`src/rtl/multicycle_ctrl.sv`:
```
// -----------------------------------------------------------------------------
// multicycle_ctrl
// Control-unit FSM for the multicycle MIPS core. Sequences each instruction
// through FETCH/DECODE/... states, sharing one memory port and one ALU, and
// stretches every memory access by MEM_LAT wait cycles.
//
// Ports
//   clk        in   clock, rising edge
//   reset      in   asynchronous active-low reset (all outputs 0 while low)
//   OPCode     in   instr[31:26]
//   Funct      in   instr[5:0]
//   Z          in   ALU zero flag
//   IorD       out  memory address select (0=PC, 1=ALUOut)
//   MemWrite   out  data memory write strobe
//   IRWrite    out  instruction register load
//   RegDst     out  write register select (0=rt, 1=rd)
//   MemtoReg   out  writeback select (0=ALUOut, 1=mem data)
//   RegWr      out  register file write enable
//   ALUSrcA    out  ALU A select (0=PC, 1=rs)
//   ALUSrcB    out  ALU B select (00=rt, 01=4, 10=SignImm, 11=SignImm<<2)
//   ALUCtrl    out  ALU operation
//   PCSrc      out  PC source (00=ALUResult, 01=ALUOut, 10=jump target)
//   PCEn       out  PC load enable
//   illegal    out  pulse in DECODE on unsupported opcode/funct
//   instrDone  out  pulse on the final cycle of each instruction
// -----------------------------------------------------------------------------
module multicycle_ctrl #(
    parameter int unsigned MEM_LAT = 0
) (
    input  logic       clk,
    input  logic       reset,
    input  logic [5:0] OPCode,
    input  logic [5:0] Funct,
    input  logic       Z,
    output logic       IorD,
    output logic       MemWrite,
    output logic       IRWrite,
    output logic       RegDst,
    output logic       MemtoReg,
    output logic       RegWr,
    output logic       ALUSrcA,
    output logic [1:0] ALUSrcB,
    output logic [2:0] ALUCtrl,
    output logic [1:0] PCSrc,
    output logic       PCEn,
    output logic       illegal,
    output logic       instrDone
);

    localparam int unsigned WAIT_W = 4;
    localparam logic [WAIT_W-1:0] LAST_WAIT = WAIT_W'(MEM_LAT);

    localparam logic [5:0] OP_R    = 6'b000000;
    localparam logic [5:0] OP_LW   = 6'b100011;
    localparam logic [5:0] OP_SW   = 6'b101011;
    localparam logic [5:0] OP_BEQ  = 6'b000100;
    localparam logic [5:0] OP_ADDI = 6'b001000;
    localparam logic [5:0] OP_J    = 6'b000010;

    localparam logic [5:0] FN_ADD = 6'b100000;
    localparam logic [5:0] FN_SUB = 6'b100010;
    localparam logic [5:0] FN_AND = 6'b100100;
    localparam logic [5:0] FN_OR  = 6'b100101;
    localparam logic [5:0] FN_SLT = 6'b101010;

    localparam logic [2:0] ALU_ADD = 3'b010;
    localparam logic [2:0] ALU_SUB = 3'b110;
    localparam logic [2:0] ALU_AND = 3'b000;
    localparam logic [2:0] ALU_OR  = 3'b001;
    localparam logic [2:0] ALU_SLT = 3'b111;

    typedef enum logic [3:0] {
        S_FETCH  = 4'd0,
        S_DECODE = 4'd1,
        S_MEMADR = 4'd2,
        S_MEMRD  = 4'd3,
        S_MEMWB  = 4'd4,
        S_MEMWR  = 4'd5,
        S_EXEC   = 4'd6,
        S_ALUWB  = 4'd7,
        S_BRANCH = 4'd8,
        S_ADDIEX = 4'd9,
        S_ADDIWB = 4'd10,
        S_JUMP   = 4'd11
    } state_t;

    state_t             r_state;
    state_t             w_next;
    logic [WAIT_W-1:0]  r_wait;
    logic [WAIT_W-1:0]  w_wait_next;
    logic               w_last;
    logic               w_wait_state;
    logic               w_funct_ok;

    // State and memory wait counter
    always_ff @(posedge clk or negedge reset) begin
        if (!reset) begin
            r_state <= S_FETCH;
            r_wait  <= '0;
        end else begin
            r_state <= w_next;
            r_wait  <= w_wait_next;
        end
    end

    // Wait counter runs only in memory states and clears on the last wait cycle
    always_comb begin
        w_last       = (r_wait == LAST_WAIT);
        w_wait_state = (r_state == S_FETCH) || (r_state == S_MEMRD) || (r_state == S_MEMWR);
        w_wait_next  = '0;
        if (w_wait_state && !w_last) begin
            w_wait_next = r_wait + WAIT_W'(1);
        end
        w_funct_ok = (Funct == FN_ADD) || (Funct == FN_SUB) || (Funct == FN_AND) ||
                     (Funct == FN_OR)  || (Funct == FN_SLT);
    end

    // Next-state and Moore outputs (PCEn in BRANCH follows Z directly)
    always_comb begin
        w_next    = S_FETCH;
        IorD      = 1'b0;
        MemWrite  = 1'b0;
        IRWrite   = 1'b0;
        RegDst    = 1'b0;
        MemtoReg  = 1'b0;
        RegWr     = 1'b0;
        ALUSrcA   = 1'b0;
        ALUSrcB   = 2'b00;
        ALUCtrl   = 3'b000;
        PCSrc     = 2'b00;
        PCEn      = 1'b0;
        illegal   = 1'b0;
        instrDone = 1'b0;

        case (r_state)
            S_FETCH: begin
                ALUSrcB = 2'b01;
                ALUCtrl = ALU_ADD;
                if (w_last) begin
                    IRWrite = 1'b1;
                    PCEn    = 1'b1;
                    w_next  = S_DECODE;
                end else begin
                    w_next  = S_FETCH;
                end
            end
            S_DECODE: begin
                ALUSrcB = 2'b11;
                ALUCtrl = ALU_ADD;
                case (OPCode)
                    OP_R: begin
                        if (w_funct_ok) begin
                            w_next = S_EXEC;
                        end else begin
                            illegal   = 1'b1;
                            instrDone = 1'b1;
                        end
                    end
                    OP_LW, OP_SW: w_next = S_MEMADR;
                    OP_BEQ:       w_next = S_BRANCH;
                    OP_ADDI:      w_next = S_ADDIEX;
                    OP_J:         w_next = S_JUMP;
                    default: begin
                        illegal   = 1'b1;
                        instrDone = 1'b1;
                    end
                endcase
            end
            S_MEMADR: begin
                ALUSrcA = 1'b1;
                ALUSrcB = 2'b10;
                ALUCtrl = ALU_ADD;
                w_next  = (OPCode == OP_SW) ? S_MEMWR : S_MEMRD;
            end
            S_MEMRD: begin
                IorD   = 1'b1;
                w_next = w_last ? S_MEMWB : S_MEMRD;
            end
            S_MEMWB: begin
                MemtoReg  = 1'b1;
                RegWr     = 1'b1;
                instrDone = 1'b1;
            end
            S_MEMWR: begin
                IorD = 1'b1;
                if (w_last) begin
                    MemWrite  = 1'b1;
                    instrDone = 1'b1;
                end else begin
                    w_next = S_MEMWR;
                end
            end
            S_EXEC: begin
                ALUSrcA = 1'b1;
                w_next  = S_ALUWB;
                case (Funct)
                    FN_SUB:  ALUCtrl = ALU_SUB;
                    FN_AND:  ALUCtrl = ALU_AND;
                    FN_OR:   ALUCtrl = ALU_OR;
                    FN_SLT:  ALUCtrl = ALU_SLT;
                    default: ALUCtrl = ALU_ADD;
                endcase
            end
            S_ALUWB: begin
                RegDst    = 1'b1;
                RegWr     = 1'b1;
                instrDone = 1'b1;
            end
            S_BRANCH: begin
                ALUSrcA   = 1'b1;
                ALUCtrl   = ALU_SUB;
                PCSrc     = 2'b01;
                PCEn      = Z;
                instrDone = 1'b1;
            end
            S_ADDIEX: begin
                ALUSrcA = 1'b1;
                ALUSrcB = 2'b10;
                ALUCtrl = ALU_ADD;
                w_next  = S_ADDIWB;
            end
            S_ADDIWB: begin
                RegWr     = 1'b1;
                instrDone = 1'b1;
            end
            S_JUMP: begin
                PCSrc     = 2'b10;
                PCEn      = 1'b1;
                instrDone = 1'b1;
            end
            default: w_next = S_FETCH;
        endcase

        // No strobes of any kind while reset is held
        if (!reset) begin
            IorD      = 1'b0;
            MemWrite  = 1'b0;
            IRWrite   = 1'b0;
            RegDst    = 1'b0;
            MemtoReg  = 1'b0;
            RegWr     = 1'b0;
            ALUSrcA   = 1'b0;
            ALUSrcB   = 2'b00;
            ALUCtrl   = 3'b000;
            PCSrc     = 2'b00;
            PCEn      = 1'b0;
            illegal   = 1'b0;
            instrDone = 1'b0;
        end
    end

endmodule

```
`config.mk`:
```
export PLATFORM = sky130hd
export DESIGN_NAME = multicycle_ctrl
export DESIGN_NICKNAME = d
export VERILOG_FILES = /design/src/rtl/multicycle_ctrl.sv
export SDC_FILE = /design/constraint.sdc
export NUM_CORES = 1
export LEC_CHECK = 0
export ABC_AREA = 1
export CAP_MARGIN = 20
export CELL_PAD_IN_SITES_DETAIL_PLACEMENT = 0
export CELL_PAD_IN_SITES_GLOBAL_PLACEMENT = 1
export CORE_UTILIZATION = 26
export CTS_BUF_LIST = sky130_fd_sc_hd__clkbuf_4
export CTS_CLUSTER_DIAMETER = 120
export DETAILED_ROUTE_END_ITERATION = 10
export PLACE_DENSITY = 0.87
export SYNTH_ARGS = -nofsm -noshare
export SYNTH_HDL_FRONTEND = slang
export SYNTH_SLANG_ARGS = --single-unit
```
`constraint.sdc`:
```
create_clock -name clk -period 1.2 [get_ports clk]
set_input_delay 0.24 -clock clk [delete_from_list [all_inputs] [get_ports clk]]
set_output_delay 0.24 -clock clk [all_outputs]
set_load 0.005 [all_outputs]
```
==> impl_metrics.sql <==
INSERT INTO impl_metrics (metric_group, metric, value, unit) VALUES
('run_status', 'status', 'finished, violations left', ''),
('run_status', 'failing_checks', 'negative setup slack', ''),
('placement', 'pre_cts_slack', '-927', 'ps'),
('routing', 'drt_wl_total', '4.07', 'mm'),
('power', 'power_switching', '1140', 'uW'),
('floorplanning', 'core_area', '3050', 'um^2'),
('sta', 'slew_worst_pin', '227', 'ps'),
('floorplanning', 'floorplan.die.height', '58.7', 'um'),
('yosys', 'post_synth_instance_area', '836', 'um^2'),
('final_layout', 'nets', '277', ''),
('final_layout', 'final_core_utilization', '68.7', '%'),
('worst_setup_path', 'cp_cell_sequence', 'buf_12 > nor2_4 > nand2_2 > nand3_2 > nor2_2 > nand2_1 > nand2_1 > nand2_1 > buf_2', ''),
('power', 'power_leakage', '0.00116', 'uW'),
('sta', 'final_number_of_hold_violating_endpoints', '0', ''),
('clock_tree', 'clockBufferDepth', '2', ''),
('routing', 'wl_cell', '13.4', 'um'),
('worst_setup_path', 'path_class', 'reg -> out', ''),
('placement', 'globalplace.congestion', '0.826', ''),
('sta', 'layout_min_cycle_time', '1840', 'ps'),
('clock_tree', 'cts-buffers-inserted', '3', ''),
('routing', 'first_iter_violations', '33', ''),
('placement', 'buffer_ports.inserted', '31', ''),
('final_layout', 'area_overhead_vs_synth', '151', '%'),
('final_layout', 'antenna_cells_inserted', '0', ''),
('power', 'p_clk_share', '9.7', '%'),
('floorplanning', 'io_pins', '32', ''),
('clock_tree', 'clock_latency', '270', 'ps'),
('global_route', 'grt.busiest_layer', 'met2', ''),
('floorplanning', 'initial_core_utilization', '27.4', '%'),
('global_route', 'antenna_found_initial', '0', ''),
('worst_setup_path', 'critPathMaxFanout', '4', ''),
('power', 'power.ir.vdd_worst', '0.529', 'mV'),
('global_route', 'vias_in_the_first_global_route', '1453', ''),
('yosys', 'yosys_warnings', '0', ''),
('sta', 'clock.fmax', '544', 'MHz'),
('sta', 'fin_skew', '7.27', 'ps'),
('run', 'drv_cap', '0', ''),
('final_layout', 'fill_cells', '261', ''),
('yosys', 'postSynthAreaPerCell', '5.69', 'um^2'),
('global_route', 'grt_use_total', '23.5', '%'),
('placement', 'detailed_place_hpwl', '2.09', 'mm'),
('power', 'comb_power_share', '75.2', '%'),
('routing', 'first_pass_iters', '4', ''),
('clock_tree', 'cts-htree-levels', '1', ''),
('clock_tree', 'cts_tree', 'yes', ''),
('floorplanning', 'die_footprint', '3450', 'um^2'),
('routing', 'dr_drc_count', '0', ''),
('global_route', 'globalRouteMet2Util', '47.9', '%'),
('global_route', 'met1_usage', '22.7', '%'),
('routing', 'antenna_violating_nets_remaining', '0', ''),
('final_layout', 'layout-drive-gt1-share', '71.8', '%'),
('clock_tree', 'clock_sink_count', '8', ''),
('sta', 'setup_viol', '24', ''),
('clock_tree', 'clk_transition_reported_paths', '60', 'ps'),
('yosys', 'ys_seq_area_share', '24.0', '%'),
('worst_setup_path', 'slowest_stage', 'dfrtp_2', ''),
('hold_path', 'worst_hold_path_type', 'in -> async', ''),
('worst_setup_path', 'worst_setup_path_start_kind', 'flip-flop', ''),
('yosys', 'ys_types', '22', ''),
('power', 'power-per-cell-area', '1260', 'nW/um^2'),
('worst_setup_path', 'worstPathRequired', '960', 'ps'),
('sta', 'worst_slew_margin_rel', '84.8', '%'),
('worst_setup_path', 'timing.critical_path.to_type', 'output pin', ''),
('routing', 'vias_per_cell', '4.62', ''),
('floorplanning', 'dieWidth', '58.7', 'um'),
('clock_tree', 'root_buffer', 'clkbuf_4', ''),
('yosys', 'syn_inst', '147', ''),
('power', 'cell_internal_pwr', '1490', 'uW'),
('global_route', 'grt_util_met3', '4.40', '%'),
('global_route', 'gr-total-overflow', '0', ''),
('sta', 'slew_violations', '0', ''),
('floorplanning', 'rows', '20', ''),
('worst_setup_path', 'worst_path_most_repeated_cell', 'nand2_1', ''),
('worst_setup_path', 'timing.critical_path.arrival', '1600', 'ps'),
('sta', 'crit_share_post_route', '153', '%'),
('power', 'p_total', '2640', 'uW'),
('power', 'power_switching_share', '43.3', '%'),
('sta', 'final_critical_path_setup_slack', '-637', 'ps'),
('routing', 'num_vias', '1400', ''),
('yosys', 'synth_fp_nets', '164', ''),
('global_route', 'grt_pass1_wl', '6.09', 'mm'),
('sta', 'rsz_0062_raised_after_global_routing', 'yes', ''),
('worst_setup_path', 'cp_slowest_stage_delay', '470', 'ps'),
('yosys', 'yosys_register_bits', '8', ''),
('power', 'pwr-share-seq', '15.1', '%'),
('clock_tree', 'cts.hold.buffers_added', '0', ''),
('global_route', 'grt_max_degree', '11', '');
[layout make-up]
| type | count | area (um^2) | area share, % |
|---|---|---|---|
| clock buffer | 4 | 30.0 | 1.43 |
| inverter | 27 | 116 | 5.55 |
| sequential | 8 | 205 | 9.79 |
| tap | 44 | 55.1 | 2.63 |
| timing repair buffer | 109 | 855 | 40.8 |
| multi-input combinational | 111 | 836 | 39.9 |
[critical path, delay by kind of cell, from the launching register on]
family,cells,cell delay (ps)
buf+inv,2,260
simple gates,7,590
flops,1,470
[metrics by stage]
step           instance area, um^2  hold slack [ps]  setup TNS (ps)  instances
2_1_floorplan                  843            -55.6            -193        147
3_3_place_gp                  1470              515          -12780        256
6_report                      2100              327          -10810        303
4_1_cts                       1920              318          -10520        299
3_5_place_dp                  1470              526          -13550        256
5_1_grt                       2100              334          -12370        303
[sequential cells by signal, summed over array words and instances, names as in the netlist]
name,count
r_state,4
r_wait,4
[Yosys cell counts]
library cell | instances | share of area, %
nand4_2 | 1 | 1.5
and3_1 | 2 | 1.5
a21oi_1 | 4 | 2.4
xnor2_1 | 1 | 1.0
ha_1 | 2 | 3.0
nor3_2 | 1 | 1.2
inv_1 | 27 | 12
nor2_2 | 4 | 3.0
a31oi_1 | 4 | 3.0
nand2_2 | 1 | 0.75
dfrtp_1 | 8 | 24
nor2_4 | 1 | 1.3
nand2_1 | 35 | 16
nor3_1 | 1 | 0.60
nand3_1 | 13 | 7.8
o211ai_1 | 1 | 0.90
nor2_1 | 35 | 16
buf_1 | 1 | 0.45
xor2_1 | 1 | 1.0
nand4_1 | 1 | 0.75
o21ai_2 | 1 | 1.0
o21ai_0 | 2 | 1.2
[cell families after synthesis]
group / synth area share (%)
XOR/XNOR: 2.10
buffers and inverters: 12.6
AND/OR/NAND/NOR: 49.9
flip-flops: 24.0
adder cells (fa/ha/maj): 2.99
AO/OA/AOI/OAI: 8.53
[metal layers]
layer	up-vias	wire (um)
li1	684	-
met1	656	1450
met2	42	2310
met3	18	138
met4	0	174
met5	-	0
[path summary, 6_finish.rpt]
kind	from	end	slack (ps)	depth (start not counted)
worst max-delay path	r_state[1]	instrDone	-640	9
max in group asynchronous	reset	r_state[2]	710	2
min in group clk	OPCode[3]	r_state[3]	430	5
worst min register to register	r_wait[0]	r_wait[0]	530	2
worst min-delay path	reset	r_state[3]	330	2
worst max register to register	r_state[3]	r_wait[1]	-310	10
[power groups by stage]
| stage | Combinational [uW] | Sequential (uW) | Clock, uW |
|---|---|---|---|
| global placement | 1120 | 374 | 0 |
| CTS | 1510 | 391 | 261 |
| finish | 1980 | 399 | 256 |
| detailed placement | 1140 | 378 | 0 |
| global route | 2110 | 401 | 285 |
| floorplan | 457 | 375 | 0 |
[cell usage in the layout (no fill, tap or decap), types with 2 or more instances in the layout]
cell and n:
clkbuf_2 7, clkbuf_4 4, nand2_4 12, buf_4 56
a31oi_1 4, inv_1 14, nor2_4 16, nor2_1 20
buf_2 20, inv_2 9, buf_6 23, inv_4 3
dfrtp_1 4, nand3_2 6, clkdlybuf4s50_1 2, dfrtp_2 4
nor2_2 4, a21oi_2 3, nand2_2 10, nand3_1 7
nand2_1 14
[what timing repair did]
item / in CTS / in global routing
setup buffers: 41 / 14
gates resized for setup: 160 / 73
pin swaps: 43 / 49
endpoints found under the setup margin: 25 / 25
endpoints found under the hold margin: 0 / 0
(Power assumes the default switching activity.)
==> variant 1: new RTL, config.mk and constraints unchanged <==
`WAIT_W`: 4 -> 5.
--- a/src/rtl/multicycle_ctrl.sv
+++ b/src/rtl/multicycle_ctrl.sv
@@ -48,5 +48,5 @@
 );
 
-    localparam int unsigned WAIT_W = 4;
+    localparam int unsigned WAIT_W = 5;
     localparam logic [WAIT_W-1:0] LAST_WAIT = WAIT_W'(MEM_LAT);
 
Formal check against the unedited RTL: same outputs for any inputs over 10 cycles, from zero or initial values and one cycle with reset low; that may be too few to reach the edited logic, so the function may still have changed.
==> variant 1 against the original RTL <==
- the run still ends with negative setup slack left
- sequential power rose by 7.8%
- setup slack got worse by 0.027 ns
- wire length rose by 5.3%
- sequential cell count rose by 1
- clock skew fell by 0.0056 ns
- power rose by 2.4%
- synthesized area rose by 5.7%
- final area fell by 2.0%
- largest cell class is now multi-input combinational cells
- largest power group unchanged
- highest routed layer unchanged
==> variant 1: results (changes against the original RTL) <==
| Metric | Value |
|---|---|
| Worst reg-to-reg path cell count | `9 (-1)` |
| Worst path slowest cell | `dfrtp_1` |
| Post-Syn Instances | `150 (+2.0%)` |
| Met3 Wirelength | `144 um (+4.3%)` |
| Pint | `0.00151 W (+1.1%)` |
| Dpl ws | `-0.956 ns (-0.0293 ns)` |
| Status | `finished with violations` |
| GR Layer Usage met3 | `0.0325 (-0.0115)` |
| WL met2 | `2490 um (+7.9%)` |
| Pin count of the biggest net entering global routing | `13 (+2)` |
| Final Worst Setup Slack | `-0.664 ns (-0.0272 ns)` |
| CP Data Arrival Time | `1.62 ns (+0.02 ns)` |
| Slowest stage delay, CP | `0.41 ns (-0.06 ns)` |
| Nets | `267 (-3.6%)` |
| Clock Skew | `0.00164 ns (-0.00562 ns)` |
| Metal-1 WL | `1490 um (+2.8%)` |
| Setup TNS | `-10.86 ns (-0.0520 ns)` |
| Biggest regs | `r_wait: 5 flops, r_state: 4 flops` |
| Hold slack | `0.347 ns (+0.0203 ns)` |
| Setup-failing EPs final | `26 (+8.3%)` |
| CP max FO | `2 (-2)` |
| Met2 Use GR | `0.458 (-0.0211)` |
| Gpl congestion | `0.830 (+0.57%)` |
| Reg-to-Reg End | `r_state[1]$_DFF_PN0_` |
| Seq/Total Area, Yosys | `0.255 (+0.0154)` |
| Pleak | `1.09 nW (-5.9%)` |
| Max VDD drop | `0.591 mV (+12%)` |
| Met1 Use GR | `0.215 (-0.0116)` |
| Inst Count DP | `264 (+3.1%)` |
| HPWL Detailed | `2390 um (+14%)` |
| Ratio of cells with drive above 1 in the final layout | `0.635 (-0.0836)` |
| Setup crit start | `r_state[2]$_DFF_PN0_` |
| Failing checks | `negative setup slack` |
| Fill count | `245 (-6.1%)` |
| First-pass GRT wire length | `5980 um (-1.7%)` |
| Origin of the critical flop-to-flop path | `r_state[1]$_DFF_PN0_` |
| Slew headroom | `0.856 (+0.00829)` |
| Synth area leaders | `dfrtp_1 (25%), nand2_1 (16%), nor2_1 (13%)` |
[variant 1: power groups by stage]
stage	registers, W	logic, W	clock network (W)
6_report	0.000430	0.00200	0.000272
5_1_grt	0.000430	0.00212	0.000293
4_1_cts	0.000415	0.00167	0.000281
3_5_place_dp	0.000400	0.00112	0
3_3_place_gp	0.000400	0.00110	0
2_1_floorplan	0.000393	0.000447	0
[variant 1: worst max-delay path by stage]
stage	to	slack [ns]	cells after the start
after global placement	instrDone	-0.87	9
after detailed placement	instrDone	-0.96	9
after floorplan	PCEn	-0.08	6
final	illegal	-0.66	7
after global routing	illegal	-0.74	7
after CTS	ALUCtrl[2]	-0.64	7
[variant 1: through the flow]
stage          area [um2]  power [W]   util
6_report             2050    0.00270  0.657
5_1_grt              2050    0.00284  0.657
4_1_cts              1900    0.00236  0.606
3_5_place_dp         1560    0.00152  0.497
3_3_place_gp         1560    0.00150  0.497
2_1_floorplan         893   0.000840      -
[variant 1: cells by family (layout without fill, tap and decap cells)]
logic type | Yosys count | count (layout) | share of synthesized area
AND/OR/NAND/NOR | 97 | 97 | 0.503
AO/OA/AOI/OAI | 13 | 13 | 0.0793
adder cells (fa/ha/maj) | 2 | 2 | 0.0283
XOR/XNOR | 2 | 2 | 0.0198
buffers and inverters | 27 | 126 | 0.115
flip-flops | 9 | 9 | 0.255
[variant 1: area by class of cell]
type,instances,area share
Tap cell,44,0.0268
Timing Repair Buffer,96,0.387
Multi-Input combinational cell,114,0.409
Sequential cell,9,0.111
Inverter,26,0.0512
Clock buffer,4,0.0146
[variant 1: repair_timing]
item	CTS	global route
gates resized for setup	141	48
pin swaps	32	26
buffers inserted	27	9
setup endpoints to repair	26	26
cloned	0	0
==> variant 2: new RTL, same flow settings <==
Made on the original files. Put a register stage on the output `PCEn`, with the module's reset. The value now appears one clock later. The other outputs are not delayed to match.
--- a/src/rtl/multicycle_ctrl.sv
+++ b/src/rtl/multicycle_ctrl.sv
@@ -85,4 +85,6 @@
     } state_t;
 
+    logic PCEn_d;
+
     state_t             r_state;
     state_t             w_next;
@@ -129,5 +131,5 @@
         ALUCtrl   = 3'b000;
         PCSrc     = 2'b00;
-        PCEn      = 1'b0;
+        PCEn_d    = 1'b0;
         illegal   = 1'b0;
         instrDone = 1'b0;
@@ -139,5 +141,5 @@
                 if (w_last) begin
                     IRWrite = 1'b1;
-                    PCEn    = 1'b1;
+                    PCEn_d  = 1'b1;
                     w_next  = S_DECODE;
                 end else begin
@@ -211,5 +213,5 @@
                 ALUCtrl   = ALU_SUB;
                 PCSrc     = 2'b01;
-                PCEn      = Z;
+                PCEn_d    = Z;
                 instrDone = 1'b1;
             end
@@ -226,5 +228,5 @@
             S_JUMP: begin
                 PCSrc     = 2'b10;
-                PCEn      = 1'b1;
+                PCEn_d    = 1'b1;
                 instrDone = 1'b1;
             end
@@ -244,5 +246,5 @@
             ALUCtrl   = 3'b000;
             PCSrc     = 2'b00;
-            PCEn      = 1'b0;
+            PCEn_d    = 1'b0;
             illegal   = 1'b0;
             instrDone = 1'b0;
@@ -250,4 +252,12 @@
     end
 
+    always_ff @(posedge clk or negedge reset) begin
+        if (!reset) begin
+            PCEn <= '0;
+        end else begin
+            PCEn <= PCEn_d;
+        end
+    end
+
 endmodule
 
Function: changed (a bounded check fails within 4 cycles, from zero or initial values and one cycle with reset low).
==> variant 2 against the original RTL <==
- the flow still finishes with violations (negative setup slack)
- setup slack worse by 0.0029 ns
- count of clock-buffer cells in the layout down 1
- power down 7.9%
- synthesized area up 3.9%
- non-clock buffer count down 23
- sequential cell count up 1
- synthesized cell count up 6.1%
- worst hold slack better by 0.11 ns
- sequential power up 8.3%
- final area down 11%
- wire length down 14%
- die area up 3.8%
- critical path depth down 1
- largest cell class is now multi-input combinational cells
==> variant 2: results (changes against the original RTL) <==
| Metric | Value |
|---|---|
| Status | `finished with violations` |
| Failing checks | `negative setup slack` |
| Final Worst Setup Slack | `-0.640 ns (-0.00291 ns)` |
| Fill count | `290 (+11%)` |
| Seq/Total Area, Yosys | `0.259 (+0.0198)` |
| Clock Skew | `0.00385 ns (-0.00342 ns)` |
| Gpl congestion | `0.852 (+3.2%)` |
| Inst Count DP | `265 (+3.5%)` |
| Seq/total area | `0.122 (+0.0241)` |
| Post-synthesis xor/xnor area fraction | `0.0202 (-0.000785)` |
| Setup-failing EPs final | `25 (+4.2%)` |
| Nets | `263 (-5.1%)` |
| Number of synthesized register bits | `9 (+1)` |
| Signal buf overhead | `0.365 (-0.0429)` |
| Adder-cell area share of the yosys netlist | `0.0288 (-0.00112)` |
| Ratio of cells with drive above 1 in the final layout | `0.547 (-0.171)` |
| Non-CTS buffers | `86 (-21%)` |
| Routed vias/inst | `4.60 (-0.40%)` |
| Invs w/o clock | `28 (+3.7%)` |
| Syn nets | `173 (+5.5%)` |
| Non-filler instance count after layout | `289 (-4.6%)` |
| CP max FO | `3 (-1)` |
| Biggest regs | `r_state: 4 flops, r_wait: 4 flops, PCEn: 1 flops` |
| Reg-to-Reg End | `r_wait[0]$_DFF_PN0_` |
| Worst reg-to-reg path cell count | `8 (-2)` |
| Final core occ | `0.602 (-0.0853)` |
| Slew headroom | `0.835 (-0.0125)` |
| Compound-gate portion of the synthesized area | `0.0764 (-0.00896)` |
-- variant 2: cell types whose count changed in the layout (fill, tap and decap cells not counted), moves of 7 or more --
cell           change
buf_6             -15
buf_4              -9
dlygate4sd2_1      +9
nor2_2             +9
nor2_4             -9
nand2_1            +8
clkbuf_2           -7
-- variant 2: metal layers --
metal | GRT usage | vias up | part of all wire
met2 | 0.376 | 46 | 0.52
met5 | 0 | - | 0
met1 | 0.242 | 608 | 0.39
met3 | 0.0346 | 12 | 0.052
met4 | 0.0797 | 0 | 0.033
li1 | - | 664 | -
-- variant 2: where the power goes --
part / internal (W) / total [W] / switching (W) / leakage [nW]
clock: 0.000123 / 0.000245 / 0.000122 / 0.0177
sequential: 0.000361 / 0.000432 / 0.0000710 / 0.119
combinational: 0.000882 / 0.00175 / 0.000866 / 0.959
-- variant 2: cells by family (layout without fill, tap and decap cells) --
kind of cell	Yosys count	after routing
buf+inv	29	118
xor+xnor	2	2
compound gates	13	13
flops	9	9
simple gates	101	101
fa+ha+maj	2	2
